[config.mk]
export PLATFORM = sky130hd
export DESIGN_NAME = mixcol_seq
export DESIGN_NICKNAME = d
export VERILOG_FILES = /design/src/rtl/mixcol_seq.sv
export SDC_FILE = /design/constraint.sdc
export NUM_CORES = 1
export LEC_CHECK = 0
export ABC_AREA = 1
export CORE_ASPECT_RATIO = 1.25
export CORE_MARGIN = 8
export CORE_UTILIZATION = 54
export DETAILED_ROUTE_END_ITERATION = 7
export PLACE_DENSITY = 0.85
export SYNTH_ARGS = -nofsm -noshare
export SYNTH_HDL_FRONTEND = slang
export SYNTH_SLANG_ARGS = --single-unit
[constraint.sdc]
create_clock -name clk -period 3.8 [get_ports clk]
set_input_delay 0.57 -clock clk [delete_from_list [all_inputs] [get_ports clk]]
set_output_delay 0.57 -clock clk [all_outputs]
set_load 0.02 [all_outputs]
[src/rtl/mixcol_seq.sv]
`default_nettype none
// ============================================================================
// Module      : mixcol_seq
// Description : Column-serial AES MixColumns engine with valid/ready
//               handshakes, mixing NCOL columns per cycle, with a pass-through
//               skip for the final round.
// Revision    : 1.0 - initial release
// ============================================================================
module mixcol_seq #(
    parameter int NCOL = 1
) (
    input  logic         clk,
    input  logic         rst_n,
    input  logic         in_valid,
    output logic         in_ready,
    input  logic [127:0] in_data,
    input  logic         in_skip,
    output logic         out_valid,
    input  logic         out_ready,
    output logic [127:0] out_data,
    output logic         busy
);

    localparam logic [1:0] c_IDLE  = 2'd0;
    localparam logic [1:0] c_BUSY  = 2'd1;
    localparam logic [1:0] c_DONE  = 2'd2;
    localparam logic [1:0] c_STEP  = 2'(NCOL);
    localparam logic [2:0] c_STEP3 = 3'(NCOL);

    generate
        if (NCOL != 1 && NCOL != 2 && NCOL != 4) begin : g_bad_ncol
            $error("mixcol_seq: NCOL must be 1, 2 or 4");
        end
    endgenerate

    logic [1:0]   r_state;
    logic [1:0]   r_cnt;
    logic [127:0] r_st;
    logic [127:0] w_mixed_st;
    logic         w_last;

    logic [1:0]   w_lane_idx [NCOL];
    logic [31:0]  w_lane_in  [NCOL];
    logic [31:0]  w_lane_out [NCOL];

    function automatic logic [7:0] xt(input logic [7:0] v);
        return {v[6:0], 1'b0} ^ (v[7] ? 8'h1B : 8'h00);
    endfunction

    // bj = aj ^ t ^ xt(aj ^ a(j+1)), which equals 2*aj ^ 3*a(j+1) ^ a(j+2) ^ a(j+3)
    function automatic logic [31:0] mix_col(input logic [31:0] a);
        logic [7:0]  t;
        logic [31:0] b;
        t = a[7:0] ^ a[15:8] ^ a[23:16] ^ a[31:24];
        for (int j = 0; j < 4; j++) begin
            b[8*j +: 8] = a[8*j +: 8] ^ t ^ xt(a[8*j +: 8] ^ a[8*((j+1)%4) +: 8]);
        end
        return b;
    endfunction

    // Each lane mixes one column of the current group; groups are NCOL-aligned
    generate
        for (genvar g = 0; g < NCOL; g++) begin : g_lane
            assign w_lane_idx[g] = r_cnt + 2'(g);
            assign w_lane_in[g]  = r_st[{w_lane_idx[g], 5'd0} +: 32];
            assign w_lane_out[g] = mix_col(w_lane_in[g]);
        end
    endgenerate

    always_comb begin
        w_mixed_st = r_st;
        for (int g = 0; g < NCOL; g++) begin
            w_mixed_st[{w_lane_idx[g], 5'd0} +: 32] = w_lane_out[g];
        end
    end

    assign w_last = (({1'b0, r_cnt} + c_STEP3) == 3'd4);

    always_ff @(posedge clk or negedge rst_n) begin
        if (!rst_n) begin
            r_state <= c_IDLE;
            r_cnt   <= 2'd0;
            r_st    <= '0;
        end else begin
            case (r_state)
                c_IDLE: begin
                    if (in_valid) begin
                        r_st    <= in_data;
                        r_cnt   <= 2'd0;
                        r_state <= in_skip ? c_DONE : c_BUSY;
                    end
                end
                c_BUSY: begin
                    r_st  <= w_mixed_st;
                    r_cnt <= r_cnt + c_STEP;
                    if (w_last) begin
                        r_state <= c_DONE;
                    end
                end
                c_DONE: begin
                    if (out_ready) begin
                        r_state <= c_IDLE;
                    end
                end
                default: r_state <= c_IDLE;
            endcase
        end
    end

    assign in_ready  = (r_state == c_IDLE);
    assign out_valid = (r_state == c_DONE);
    assign busy      = (r_state == c_BUSY);
    assign out_data  = r_st;

endmodule
`default_nettype wire

==> key figures <==
Yosys
  – Cell variety after synth: 34
  – Synth Area per Inst: 5.91 µm²
  – Yosys Warn Count: 0
  – Syn nets: 1869
  – Flops & latches, synth: 132
  – Synthesized area: 10200 µm²
  – Post-synthesis cell count: 1732
  – Seq/Total Area, Yosys: 32.3%

CTS
  – Post-CTS Hold Buffers: 0
  – TritonCTS buffer count: 17
  – CTS tree: done
  – Post-CTS sizing: 0
  – Reg clk slew, reported paths: 0.06 ns
  – Worst-Skew Late Latency: 0.44 ns
  – Clock Path Buffers: 2
  – Post-CTS setup buffer count: 0
  – Clock sink count: 132
  – CTS H-tree depth: 4
  – CTS Root Cell: clkbuf_16

Drt
  – WL final: 42600 µm
  – DRT iter0 DRCs: 1537
  – Vias: 12648
  – DRC: 0
  – Antenna viol nets, final: 0
  – Initial DRT Pass Iterations: 6
  – Avg WL per Cell: 19.5 µm
  – Drt via density: 5.80

Finish
  – Synthesis-to-finish area growth: 31.0%
  – Commonest cells after routing, fill and taps aside: 896 x nand2_1, 262 x clkdlybuf4s50_1, 134 x nand3_1
  – Number of fill cells: 1594
  – Layout cells sized above 1: 6.00%
  – Sequential Area: 3310 µm²
  – Multi-input logic area: 6050 µm²
  – Layout Nets: 2073
  – Most common cell after layout, fill and taps aside: nand2_1
  – Ant diodes: 0

Run status
  – Run status: finished, final reports clean

Worst setup path
  – Required @ worst endpoint: 4.14 ns
  – CP Max Fanout: 84
  – CP Capture Type: flip-flop
  – Reg2reg end: out_data[56]
  – Critical path class: reg -> reg
  – Worst R2R Path Depth: 6
  – R2R setup slack: 0.82 ns
  – Critical Path AT: 3.31 ns
  – Worst r2r src: r_cnt[0]
  – Critical path startpoint category: flip-flop

Global routing
  – Initial antenna violation count: 0
  – Vias in the first global route: 11380
  – Total congestion overflow: 0
  – Global-route usage over all layers: 35.2%
  – Pin count of the biggest net entering global routing: 85
  – First-pass GRT wire length: 64500 µm

Timing
  – Final hold viol count: 0
  – Final period util: 78.3%
  – Hold WS: 0.182 ns
  – Setup Viol. Count Final: 0
  – Worst slew pin tran: 0.912 ns
  – Setup TNS: 0 ns
  – Fin crit period: 2.98 ns
  – RSZ-0062 raised after global routing: no
  – Maximum clock rate: 336 MHz
  – Slew margin rel.: 39.2%
  – Clk_skew: 0.0128 ns
  – Slew Limit Fails: 0

Floorplanning
  – Initial Util: 54.7%
  – Chip height: 170 µm
  – I/O Pins: 264
  – Core ar.: 18700 µm²
  – Die ar.: 23600 µm²
  – Die width: 139 µm
  – Cell Rows: 56

Flow run
  – MaxCap Viol Count: 0

Placed design
  – RePlAce Congestion: 1.10
  – Dpl hpwl: 32200 µm
  – PortBufs: 263

Hold path
  – Tightest Hold Check Type: in -> async
-- final cells by class --
| cell class | instances | area share [%] |
|---|---|---|
| inverter | 109 | 3.13 |
| timing repair buffer | 277 | 20.7 |
| clock buffer | 18 | 3.20 |
| tap | 232 | 2.16 |
| clock inverter | 14 | 1.07 |
| sequential | 132 | 24.7 |
| multi-input combinational | 1399 | 45.1 |
-- kinds of logic after synthesis --
kind of cell,count (synthesis),synth area share [%]
AND/OR/NAND/NOR,1273,51.3
buffers and inverters,201,9.13
flip-flops,132,32.3
AO/OA/AOI/OAI,121,6.62
adder cells (fa/ha/maj),4,0.489
XOR/XNOR,1,0.159
-- metrics by stage --
step	setup slack (ns)	std cells	util, %	instance area [µm²]
finish	0.825	2181	71.7	13400
global route	0.641	2181	71.7	13400
CTS	0.890	2181	71.7	13400
detailed placement	0.925	2149	68.6	12800
global placement	0.983	2149	68.6	12800
floorplan	1.69	1732	-	10200
-- cell usage after synthesis, drive strengths merged --
master | number | area, µm²
o21ai | 5 | 25.0
buf | 47 | 347
inv | 107 | 412
nand4 | 56 | 350
or2 | 1 | 6.26
nand3 | 136 | 691
nand3b | 4 | 30.0
dfrtp | 132 | 3300
xor2 | 1 | 16.3
o22ai | 1 | 6.26
clkbuf | 45 | 169
a31oi | 46 | 288
ha | 4 | 50.1
clkinv | 2 | 7.51
a21oi | 68 | 352
o31ai | 1 | 7.51
nor3 | 3 | 25.0
nand2 | 939 | 3630
nor2 | 134 | 520
-- state kept, by name, indices dropped and copies added, names as in the netlist --
register	cells
r_state	2
out_data	128
r_cnt	2
-- worst max-delay path by stage --
stage               startpoint            end  slack (ns)  cells after the start
floorplan             r_cnt[0]   out_data[96]        1.69                     10
global placement      r_cnt[0]  out_data[122]        0.98                      6
detailed placement    r_cnt[0]   out_data[68]        0.92                      9
CTS                   r_cnt[0]   out_data[78]        0.89                      7
global route          r_cnt[0]   out_data[68]        0.64                     16
finish                r_cnt[0]   out_data[56]        0.82                      6
-- critical path: stages, from the launching register on --
cell and delay, ns:
dfrtp_4 0.84, inv_8 0.29, ha_1 0.40, inv_2 0.14, buf_4 0.73, nand4_1 0.21, a21oi_1 0.23
-- routing by layer --
metal	vias up	track usage (%)	wire length (µm)
met5	-	0	0
li1	5877	-	-
met3	134	9.00	5220
met4	0	16.7	1920
met2	912	54.4	19000
met1	5725	45.4	16500
Power is left out: the tool's default activity adds up to more than one toggle a clock period on the data nets, which glitch-free logic cannot reach.
